**config.mk**
```make
export PLATFORM = sky130hd
export DESIGN_NAME = sid_bus_ctrl
export DESIGN_NICKNAME = d
export VERILOG_FILES = /design/src/rtl/sid_pkg.sv /design/src/rtl/sid_wr_fifo.sv /design/src/rtl/sid_bus_ctrl.sv
export SDC_FILE = /design/constraint.sdc
export NUM_CORES = 1
export LEC_CHECK = 0
export BUFFER_PORTS_ARGS = -buffer_cell sky130_fd_sc_hd__buf_2
export CORE_MARGIN = 2
export CORE_UTILIZATION = 47
export DETAILED_ROUTE_END_ITERATION = 10
export GPL_TIMING_DRIVEN = 0
export MAX_ROUTING_LAYER = met4
export PLACE_DENSITY = 0.84
export SLEW_MARGIN = 10
export SYNTH_ARGS = -nofsm -noshare
export SYNTH_HDL_FRONTEND = slang
export SYNTH_HIERARCHICAL = 1
export SYNTH_SLANG_ARGS = --single-unit
```
**constraint.sdc**
```tcl
create_clock -name C6_CLK_8MHZ -period 1.7 [get_ports C6_CLK_8MHZ]
set_input_delay 0.255 -clock C6_CLK_8MHZ [delete_from_list [all_inputs] [get_ports C6_CLK_8MHZ]]
set_output_delay 0.255 -clock C6_CLK_8MHZ [all_outputs]
set_load 0.01 [all_outputs]
```
**src/rtl/sid_pkg.sv**
```systemverilog
// Shared types and constants for the SID bus controller.
package sid_pkg;
  localparam int DIV_BITS        = 3;
  localparam int RES_PHI2_CYCLES = 16;
  localparam int WR_FIFO_DEPTH   = 4;
  localparam int ADDR_W          = 5;
  localparam int DATA_W          = 8;

  localparam int RES_CLKS  = RES_PHI2_CYCLES * (1 << DIV_BITS);
  localparam int RES_CNT_W = $clog2(RES_CLKS);

  typedef enum logic [2:0] {
    RESET,
    IDLE,
    SETUP,
    STROBE,
    HOLD
  } sid_state_e;

  typedef struct packed {
    logic [ADDR_W-1:0] addr;
    logic [DATA_W-1:0] data;
  } sid_wr_t;
endpackage

```
**src/rtl/sid_wr_fifo.sv**
```systemverilog
// Write queue for the SID bus: 4-entry ring buffer with SID_WR_FIFO_EN,
// otherwise a single holding register. full_nxt/empty_nxt let the parent register its flags.
module sid_wr_fifo
  import sid_pkg::*;
(
  input  logic    gclk,
  input  logic    grst_n,
  input  logic    flush,
  input  logic    push,
  input  logic    pop,
  input  sid_wr_t wdata,
  output sid_wr_t rdata,
  output logic    full,
  output logic    empty,
  output logic    full_nxt,
  output logic    empty_nxt
);
  logic push_ok, pop_ok;

  // A push on a full queue is refused even when a pop happens in the same clock.
  assign push_ok = push && !full && !flush;
  assign pop_ok  = pop && !empty && !flush;

`ifdef SID_WR_FIFO_EN
  localparam int PTR_W = $clog2(WR_FIFO_DEPTH);

  sid_wr_t          mem [WR_FIFO_DEPTH];
  logic [PTR_W-1:0] wr_ptr, rd_ptr;
  logic [PTR_W:0]   cnt, cnt_nxt;

  always_comb begin
    cnt_nxt = cnt;
    if (flush) cnt_nxt = '0;
    else       cnt_nxt = cnt + {{PTR_W{1'b0}}, push_ok} - {{PTR_W{1'b0}}, pop_ok};
  end

  // Depth is a power of two, so the pointers wrap on their own.
  always_ff @(posedge gclk or negedge grst_n) begin
    if (!grst_n) begin
      wr_ptr <= '0;
      rd_ptr <= '0;
      cnt    <= '0;
    end else begin
      cnt <= cnt_nxt;
      if (flush) begin
        wr_ptr <= '0;
        rd_ptr <= '0;
      end else begin
        if (push_ok) wr_ptr <= wr_ptr + PTR_W'(1);
        if (pop_ok)  rd_ptr <= rd_ptr + PTR_W'(1);
      end
    end
  end

  always_ff @(posedge gclk) begin
    if (push_ok) mem[wr_ptr] <= wdata;
  end

  assign rdata     = mem[rd_ptr];
  assign full      = (cnt == (PTR_W+1)'(WR_FIFO_DEPTH));
  assign empty     = (cnt == '0);
  assign full_nxt  = (cnt_nxt == (PTR_W+1)'(WR_FIFO_DEPTH));
  assign empty_nxt = (cnt_nxt == '0);
`else
  sid_wr_t hold_q;
  logic    vld_q, vld_nxt;

  always_comb begin
    vld_nxt = vld_q;
    if (flush)        vld_nxt = 1'b0;
    else if (push_ok) vld_nxt = 1'b1;
    else if (pop_ok)  vld_nxt = 1'b0;
  end

  always_ff @(posedge gclk or negedge grst_n) begin
    if (!grst_n) begin
      vld_q  <= 1'b0;
      hold_q <= '0;
    end else begin
      vld_q <= vld_nxt;
      if (push_ok) hold_q <= wdata;
    end
  end

  assign rdata     = hold_q;
  assign full      = vld_q;
  assign empty     = !vld_q;
  assign full_nxt  = vld_nxt;
  assign empty_nxt = !vld_nxt;
`endif
endmodule

```
**src/rtl/sid_bus_ctrl.sv**
```systemverilog
// SID bus controller: phi2 divider, reset sequencer and write strobe FSM.
// Queue depth is selected by SID_WR_FIFO_EN (see sid_wr_fifo).
module sid_bus_ctrl
  import sid_pkg::*;
(
  input  logic              C6_CLK_8MHZ,
  input  logic              C6_RST_N,
  input  logic              SOFT_RES,
  input  logic              WR_VALID,
  output logic              WR_READY,
  input  logic [ADDR_W-1:0] WR_ADDR,
  input  logic [DATA_W-1:0] WR_DATA,
  output logic              BUSY,
  output logic              SID_CLK,
  output logic              SID_CS,
  output logic              SID_RES,
  output logic [ADDR_W-1:0] SID_ADDR,
  output logic [DATA_W-1:0] SID_DATA
);
  localparam logic [DIV_BITS-1:0] DIV_MID = {1'b0, {(DIV_BITS-1){1'b1}}};

  logic [DIV_BITS-1:0]  div_cnt;
  logic [RES_CNT_W-1:0] rst_cnt;
  sid_state_e           state, state_nxt;

  logic    div_last, div_mid;
  logic    q_push, q_pop, q_full, q_empty, q_full_nxt, q_empty_nxt;
  sid_wr_t q_wdata, q_rdata;

  assign div_last = (div_cnt == '1);
  assign div_mid  = (div_cnt == DIV_MID);
  assign SID_CLK  = div_cnt[DIV_BITS-1];

  assign q_push  = WR_VALID && WR_READY;
  assign q_pop   = (state == IDLE) && !q_empty && div_last && !SOFT_RES;
  assign q_wdata = '{addr: WR_ADDR, data: WR_DATA};

  sid_wr_fifo u_wr_fifo (
    .gclk      (C6_CLK_8MHZ),
    .grst_n    (C6_RST_N),
    .flush     (SOFT_RES),
    .push      (q_push),
    .pop       (q_pop),
    .wdata     (q_wdata),
    .rdata     (q_rdata),
    .full      (q_full),
    .empty     (q_empty),
    .full_nxt  (q_full_nxt),
    .empty_nxt (q_empty_nxt)
  );

  // phi2 runs freely; soft reset must not disturb it.
  always_ff @(posedge C6_CLK_8MHZ or negedge C6_RST_N) begin
    if (!C6_RST_N) div_cnt <= '0;
    else           div_cnt <= div_cnt + DIV_BITS'(1);
  end

  always_ff @(posedge C6_CLK_8MHZ or negedge C6_RST_N) begin
    if (!C6_RST_N) begin
      state   <= RESET;
      rst_cnt <= '0;
    end else begin
      state <= state_nxt;
      if (SOFT_RES || state != RESET) rst_cnt <= '0;
      else                            rst_cnt <= rst_cnt + RES_CNT_W'(1);
    end
  end

  always_comb begin
    state_nxt = state;
    if (SOFT_RES) begin
      state_nxt = RESET;
    end else begin
      case (state)
        RESET:   if (rst_cnt == RES_CNT_W'(RES_CLKS-1)) state_nxt = IDLE;
        IDLE:    if (!q_empty && div_last) state_nxt = SETUP;
        SETUP:   if (div_mid) state_nxt = STROBE;
        STROBE:  if (div_last) state_nxt = HOLD;
        HOLD:    state_nxt = IDLE;
        default: state_nxt = RESET;
      endcase
    end
  end

  // Outputs are registered from the next state so they line up with the state they describe.
  always_ff @(posedge C6_CLK_8MHZ or negedge C6_RST_N) begin
    if (!C6_RST_N) begin
      SID_CS   <= 1'b1;
      SID_RES  <= 1'b0;
      WR_READY <= 1'b0;
      BUSY     <= 1'b1;
      SID_ADDR <= '0;
      SID_DATA <= '0;
    end else begin
      SID_CS   <= (state_nxt != STROBE);
      SID_RES  <= (state_nxt != RESET);
      WR_READY <= (state_nxt != RESET) && !q_full_nxt;
      BUSY     <= (state_nxt != IDLE) || !q_empty_nxt;
      if (q_pop) begin
        SID_ADDR <= q_rdata.addr;
        SID_DATA <= q_rdata.data;
      end
    end
  end
endmodule
```
## Word level (Yosys, flattened, before mapping)

Index checks and enable logic that the tools add are counted.

- Flip-flop bits (word level): 44
- RAM bits: 0
- Output and inout bits: 18
- Word-level logic and storage cells: 51
- Memories kept: 0
- Bits of input ports: 17
- Latch bits: 0
- Memory bits (read-only): 0

- Bitwise operators: 0
- Eq/ne operators: 9
- Mux-type cells: 10
- Divide/modulo/power cells: 0
- Shift-type cells: 0
- Reduce and logical (&&, ||, !) cells: 18
- Magnitude comparators: 0
- Add/sub/neg operators: 2
- $mul: 0

Operators with widths:

| cell | number |
|---|---|
| two-way mux 3 bit | 5 |
| one-hot mux 3 bit (5 select lines) | 1 |
| logical AND 1 bit | 10 |
| equality test 3 x 2 -> 1 bit, second input constant | 3 |
| adder 7 x 1 -> 7 bit, second input constant | 1 |
| equality test 7 bit, second input constant | 1 |
| two-way mux 7 bit | 1 |
| equality test 3 bit, second input constant | 2 |
| nonzero test 3 bit | 2 |
| adder 3 x 1 -> 3 bit, second input constant | 1 |
| equality test 3 x 1 -> 1 bit, second input constant | 1 |
| zero test 1 bit | 3 |
| zero test 3 bit | 1 |
| two-way mux 1 bit | 3 |
| != test 3 x 1 -> 1 bit, second input constant | 1 |
| != test 3 x 2 -> 1 bit, second input constant | 1 |
| logical OR 1 bit | 2 |

## Longest topological paths before layout

Gate-level depths: netlist of run 1.

- Word-level depth: 11
- Gate-level depth with buffers: 10
- Depth with buffers taken out: 9

## Cells and area by module

Netlist of run 1, hierarchy kept.

By module, submodules not included:

| module | area an instance (µm²) | cells each | times used | sequential area each (µm²) |
|---|---|---|---|---|
| sid_bus_ctrl | 1317.5 | 103 | 1 | 753.2 |
| sid_wr_fifo | 556.8 | 34 | 1 | 350.3 |

## Worst setup path before layout of run 1

Ideal clock, no wire load.

- Path type: register to register
- Start point: register div_cnt[0]
- End point: register WR_READY
- Data required time: 1.577 ns
- Library setup time: 0.123 ns
- Buffers on the path: 1
- Clock period less this slack: 1.804 ns
- Cell stages (with the launch flop): 11
- Setup slack: -0.104 ns
- Arrival time: 1.681 ns
- Path through: dfrtp_1 ha_1 ha_1 nand2_4 nor3_4 nand2_2 buf_6 inv_1 or2b_1 a21oi_1 nor3_1

- Word-level cells in the longest chain between the ends: 10
- Elaborated cells on any way between the ends: 18
- Classes of those cells: eq/ne (2); mux (8); reduce/logical (8)

Ends and longest elaborated chain:

| item | RTL line | source |
|---|---|---|
| start: declaration | sid_bus_ctrl.sv:22 | `logic [DIV_BITS-1:0] div_cnt;` |
| start signal: assignment | sid_bus_ctrl.sv:55 | `else div_cnt <= div_cnt + DIV_BITS'(1);` |
| equality test 3 bit | sid_bus_ctrl.sv:30 | `assign div_last = (div_cnt == '1);` |
| logical AND 1 bit (2 in a row) | sid_bus_ctrl.sv:35 | `assign q_pop = (state == IDLE) && !q_empty && div_last && !SOFT_RES;` |
| net q_pop | sid_bus_ctrl.sv:27 | `logic q_push, q_pop, q_full, q_empty, q_full_nxt, q_empty_nxt;` |
| logical AND 1 bit (2 in a row) | sid_wr_fifo.sv:22 | `assign pop_ok = pop && !empty && !flush;` |
| two-way mux 1 bit | sid_wr_fifo.sv:72 | `else if (pop_ok) vld_nxt = 1'b0;` |
| two-way mux 1 bit | sid_wr_fifo.sv:71 | `else if (push_ok) vld_nxt = 1'b1;` |
| two-way mux 1 bit | sid_wr_fifo.sv:70 | `if (flush) vld_nxt = 1'b0;` |
| net q_full_nxt | sid_bus_ctrl.sv:27 |  |
| zero test 1 bit | -- |  |
| logical AND 1 bit | sid_bus_ctrl.sv:97 | `WR_READY <= (state_nxt != RESET) && !q_full_nxt;` |
| end signal: assignment | sid_bus_ctrl.sv:97 |  |
| end: declaration | sid_bus_ctrl.sv:10 | `output logic WR_READY,` |

The timed path passes the listed nets, and every way through them passes these cells.
A chain may end at the register's enable or synchronous reset.

## Final worst setup path of run 1

Same ends and word-level chain as after synthesis.

==> flow_summary.yaml, run 1 <==
cells_and_area:
  final_cell_mix: "dfrtp_1, buf_2, mux2_2"
  fin_cells: 236
  fillers: 301
  drive_gt1_share_pct: 48.9
  final_net_count: 208
  syn_to_final_growth_pct: 24.1
  final_common_cell: "dfrtp_1"
  postLayoutCoreUtil_pct: 62.1
  diodes: 0
  fin_area_mm2: 0.00233
floorplanning:
  core-area_mm2: 0.00374
  dieArea_mm2: 0.00451
  ioPinCount: 35
  fp.dieH_um: 67.2
  die_w_um: 67.2
  row_count: 22
  start_util_pct: 50.1
detailed_routing:
  via_per_inst: 5.15
  drt_wl_total_um: 3600
  wl_per_cell_um: 15.2
  drt.antenna.violating_nets: 0
  drt_iter0_drc: 45
  first_pass_iters: 4
  detailroute.via_count: 1215
  drc: 0
power:
  power_frac_seq_pct: 59.5
  power_switching_mw: 0.389
  p_leak_nw: 1.22
  vdd_ir_drop_max_uv: 563
  swShare_pct: 21.3
  clkPwrFrac_pct: 36.2
  power_frac_comb_pct: 4.3
  intPower_mw: 1.44
  powerDensity_mw_per_mm2: 784
  fin_total_pwr_mw: 1.82
global_routing:
  grt_max_degree: 45
  grt_pass1_vias: 1265
  grt_overflow_total: 0
  antenna_found_initial: 0
  grt_first_pass_wirelength_um: 5660
  grt_usage_pct: 17.7
timing:
  setup_slack_ns: -0.0360
  period_needed_ns: 1.74
  hold_viol: 0
  worstMarginPinSlew_ns: 0.932
  slew_headroom_pct: 37.9
  setup_viol: 2
  period_share_pct: 102
  rsz0062_at_grt: "true"
  skew_ns: 0.0111
  fmaxAchievable_mhz: 576
  drv_slew: 0
  finalSetupTns_ns: -0.0382
setup_path:
  cp-end-kind: "flop"
  start_kind: "flop"
  critPathRequiredTime_ns: 1.86
  worstPathMaxFanout: 5
  worstSetupPathType: "reg2reg"
  cp.arrival_ns: 1.90
clock_tree:
  clk_pin_slew_worst_paths_ns: 0.08
  clkLatencyLatePin_ns: 0.29
  cts_buffers: 5
  cts_hold_buf: 0
  htreeDepth: 2
  cts_tree: "yes"
  cts-root-buf: "clkbuf_8"
  clock_sinks: 44
  clockBufferDepth: 2
run:
  drv_cap: 0
yosys:
  ys_types: 30
  yosysWarnings: 6
  synth_seq_cells: 44
  netlist_instances: 137
  yosysSeqAreaShare_pct: 58.9
  synthesis.nets: 158
  syn_area_mm2: 0.00187
  synth.avg_cell_area_um2: 13.7
min_path:
  min-delay-path-class: "in2async"
placed_design:
  placedCellCount: 219
  gp_congestion: 0.846
  placed_area_mm2: 0.00213
  portBuffers: 34
  dp_hpwl_um: 2330
outcome:
  violations: "setup timing"
  status: "finished, violations left"
[Yosys cell counts, drive strengths merged]
cell type / n / area, um2
nand2b: 3 / 18.8
nand2: 6 / 32.5
xor2: 2 / 17.5
nor4: 1 / 6.26
nor2b: 1 / 6.26
and2: 2 / 12.5
mux2: 26 / 327
dfrtp: 42 / 1050
mux2i: 1 / 10.0
ha: 4 / 50.1
nor3b: 1 / 18.8
or2b: 2 / 15.0
xnor2: 3 / 26.3
dfstp: 2 / 52.6
a21oi: 2 / 10.0
nor3: 4 / 31.3
nor2: 13 / 56.3
and3: 1 / 6.26
buf: 4 / 41.3
a32o: 1 / 10.0
inv: 6 / 22.5
o21ai: 4 / 20.0
nand3: 5 / 25.0
a21o: 1 / 7.51
[routing by layer]
layer / share of wire [%] / track usage [%]
met1: 40 / 19.8
met2: 53 / 30.6
met3: 4.4 / 3.83
met4: 2.1 / 7.65
met5: 0 / -
[worst max-delay path: stages (launching register included)]
cell and delay [ns]:
dfrtp_1 0.42, ha_4 0.19, ha_4 0.17, nand2_4 0.07
nor3_4 0.05, nand2_4 0.10, buf_12 0.13, inv_2 0.03
or2b_1 0.24, a21oi_2 0.16, nor3_1 0.06
[cell type report]
cell class | count | area (um2) | share of cell area [%]
multi-input cells | 83 | 746 | 32.1
inverters | 6 | 22.5 | 0.968
plain buffers | 4 | 50.0 | 2.15
clock buffers | 7 | 86.3 | 3.71
well taps | 48 | 60.1 | 2.58
flip-flops and latches | 44 | 1100 | 47.4
clock inverters | 1 | 7.51 | 0.323
repair buffers | 43 | 250 | 10.8
[power groups by stage]
stage,sequential (mW),combinational (mW),clock [mW]
finish,1.09,0.0786,0.660
global route,1.09,0.0889,0.722
CTS,1.08,0.0794,0.674
detailed placement,1.11,0.0783,0
global placement,1.10,0.0722,0
floorplan,1.10,0.0306,0
[through the flow]
stage,hold WS [ns],setup WS (ns)
6_report,0.0946,-0.0360
5_1_grt,0.169,-0.0762
4_1_cts,0.139,-0.0361
3_5_place_dp,0.439,-0.138
3_3_place_gp,0.416,-0.0921
2_1_floorplan,-0.0406,0.0115
[kinds of logic (layout without fill, tap and decap cells)]
kind of cell	after synthesis	in the layout	synth area share [%]
AOI/OAI and AO/OA	8	8	2.54
xor gates and xnor gates	5	5	2.34
adders and majority gates	4	4	2.67
buffers and inverters	10	61	3.40
DFF	44	44	58.9
muxes	27	27	18.0
and+or+nand+nor	39	39	12.2
[flip-flops by register name, summed over array words and instances (netlist names)]
register         cells
WR_READY             1
SID_DATA             8
SID_ADDR             5
state                3
SID_RES              1
BUSY                 1
rst_cnt              7
u_wr_fifo/rdata     13
SID_CS               1
div_cnt              3
u_wr_fifo/full       1
[worst paths after layout]
path	start	endpoint	slack, ns	cells after the start
setup / recovery	div_cnt[0]	WR_READY	-0.04	10
min in group C6_CLK_8MHZ	WR_ADDR[3]	u_wr_fifo/rdata[11]	0.20	2
hold reg to reg	rst_cnt[0]	rst_cnt[0]	0.48	1
setup reg to reg	div_cnt[0]	WR_READY	-0.04	10
hold / removal	C6_RST_N	div_cnt[2]	0.09	1
max in group asynchronous	C6_RST_N	SID_RES	1.01	1
[timing repair]
action | in CTS | in global routing
pin swaps | 7 | 7
setup buffers | 6 | 3
gates resized for setup | 5 | 1
gates cloned | 1 | 0
endpoints found under the setup margin | 9 | 15
Note: power is estimated with default switching activity, not from simulation.
==> inputs of run 2 (changes only) <==
--- a/config.mk
+++ b/config.mk
@@ -9,7 +9,6 @@
 export CORE_MARGIN = 2
 export CORE_UTILIZATION = 47
 export DETAILED_ROUTE_END_ITERATION = 10
-export GPL_TIMING_DRIVEN = 0
 export MAX_ROUTING_LAYER = met4
 export PLACE_DENSITY = 0.84
 export SLEW_MARGIN = 10
==> run 2 against run 1 <==
Maximum frequency is 6.5% higher. Largest cell class unchanged. Core utilization shrank 1.7 points. The run ends with hold timing left. Sequential power barely moved. Worst setup slack better by 0.11 ns. Cell count down 2.1%. Critical endpoint unchanged. Design area shrank 2.7%. Die area is the same. Non-clock buffer count decreased by 5. Power up 1.3%. Combinational power grew 0.5%. Clock power grew 3.9%. Highest routed layer unchanged.
==> flow_summary.yaml, run 2 (synthesis results as in run 1) <==
setup_path:
  max_stage_delay_ns: 0.42
  worstSetupPathType: "reg2reg"
  cp.arrival_ns: 1.81
  start_kind: "flop"
  critPathRequiredTime_ns: 1.88
  crit_chain: "ha_4 -> ha_4 -> nand2_4 -> nor3_4 -> nand2_2 -> inv_1 -> or2b_1 -> a21oi_2 -> nor3_1"
  critPathSlowestCell: "dfrtp_1"
  cp_common_cell: "ha_4"
  cp-end-kind: "flop"
  worstPathMaxFanout: 3
global_routing:
  grt_max_degree: 33
  grt_usage_pct: 17.3
  grt_busiest_layer: "met2"
  grt_pass1_vias: 1223
  grt_util_met1_pct: 19.8
  grt_first_pass_wirelength_um: 5440
  use_met2_pct: 27.6
  use_met3_pct: 5.00
  antenna_found_initial: 0
  grt_overflow_total: 0
clock_tree:
  clk_pin_slew_worst_paths_ns: 0.09
  clockBufferDepth: 2
  cts_tree: "yes"
  cts_buffers: 5
  clock_sinks: 44
  htreeDepth: 2
  cts-root-buf: "clkbuf_8"
  clkLatencyLatePin_ns: 0.30
timing:
  drv_slew: 0
  hold_slack_ns: -0.0105
  fmaxAchievable_mhz: 613
  hold_viol: 25
  skew_ns: 0.00831
  period_share_pct: 95.9
  period_needed_ns: 1.63
  slew_headroom_pct: 54.3
  worstMarginPinSlew_ns: 0.686
  setup_viol: 0
floorplanning:
  die_w_um: 67.2
  fp.dieH_um: 67.2
  row_count: 22
  core-area_mm2: 0.00374
  ioPinCount: 35
  dieArea_mm2: 0.00451
  start_util_pct: 50.1
detailed_routing:
  drt_iter0_drc: 40
  wl_per_cell_um: 14.2
  drt.antenna.violating_nets: 0
  drc: 0
  first_pass_iters: 4
  via_per_inst: 5.03
  drt_wl_total_um: 3280
  detailroute.via_count: 1161
run:
  drv_cap: 0
placed_design:
  placed_area_mm2: 0.00213
  portBuffers: 34
  dp_hpwl_um: 2340
  gp_congestion: 0.812
cells_and_area:
  fin_area_mm2: 0.00226
  drive_gt1_share_pct: 47.0
  final_common_cell: "dfrtp_1"
  largest_reg_flops: 13
  postLayoutCoreUtil_pct: 60.4
  final_net_count: 203
  diodes: 0
  final_cell_mix: "dfrtp_1, buf_2, mux2_2"
  syn_to_final_growth_pct: 20.7
min_path:
  min-delay-path-class: "in2async"
power:
  vdd_ir_drop_max_uv: 588
  powerDensity_mw_per_mm2: 817
  p_leak_nw: 1.17
outcome:
  violations: "hold timing"
  status: "finished, violations left"
run 2: layout make-up:
type / count / area [um2]
fillers: 318 / 1480
well taps: 48 / 60.1
flip-flops and latches: 44 / 1100
repair buffers: 42 / 243
multi-input cells: 83 / 736
clock inverters: 2 / 15.0
clock buffers: 6 / 82.6
inverters: 6 / 22.5
run 2: what timing repair did:
item	CTS	global route
setup buffers	0	3
endpoints found under the setup margin	0	3
hold buffers	0	0
resized for setup	0	1
run 2: final timing paths:
path                                  from  depth (start not counted)  slack [ns]                 end
worst min-delay path              C6_RST_N                          1       -0.01      u_wr_fifo/full
worst max-delay path            div_cnt[0]                          9        0.07            WR_READY
worst min register to register  rst_cnt[0]                          1        0.46          rst_cnt[0]
min in group C6_CLK_8MHZ        WR_DATA[6]                          2        0.18  u_wr_fifo/rdata[6]
worst max register to register  div_cnt[0]                          9        0.07            WR_READY
max in group asynchronous         C6_RST_N                          2        1.12         SID_ADDR[2]
run 2: report_power, final:
| group | leakage (nW) | total [mW] | switching (mW) | internal (mW) |
|---|---|---|---|---|
| sequential | 0.596 | 1.08 | 0.0137 | 1.07 |
| combinational | 0.534 | 0.0790 | 0.0416 | 0.0374 |
| clock | 0.0434 | 0.686 | 0.357 | 0.329 |
| total | 1.17 | 1.85 | 0.413 | 1.44 |
run 2: critical path, delay by kind of cell (launching register included):
family	cells	cell delay, ns
AND/OR/NAND/NOR	5	0.54
buffers and inverters	1	0.05
adder cells (fa/ha/maj)	2	0.36
flip-flops	1	0.42
AO/OA/AOI/OAI	1	0.15
run 2: metal layers:
layer	share of wire (%)	vias to the layer above	routed length, um
li1	-	551	-
met1	42	579	1380
met2	51	24	1690
met3	4.1	7	134
met4	2.5	0	82
met5	0	-	0
run 2: per-stage QoR:
| step | setup slack [ns] | setup TNS [ns] | hold slack [ns] | instances | total power, mW |
|---|---|---|---|---|---|
| 4_1_cts | 0.0370 | 0 | 0.00722 | 228 | 1.87 |
| 5_1_grt | -0.00955 | -0.00955 | 0.0346 | 231 | 1.92 |
| 3_3_place_gp | 0.136 | 0 | 0.319 | 220 | 1.18 |
| 2_1_floorplan | 0.0115 | 0 | -0.0406 | 137 | 1.13 |
| 6_report | 0.0694 | 0 | -0.0105 | 231 | 1.85 |
| 3_5_place_dp | 0.0524 | 0 | 0.341 | 220 | 1.19 |
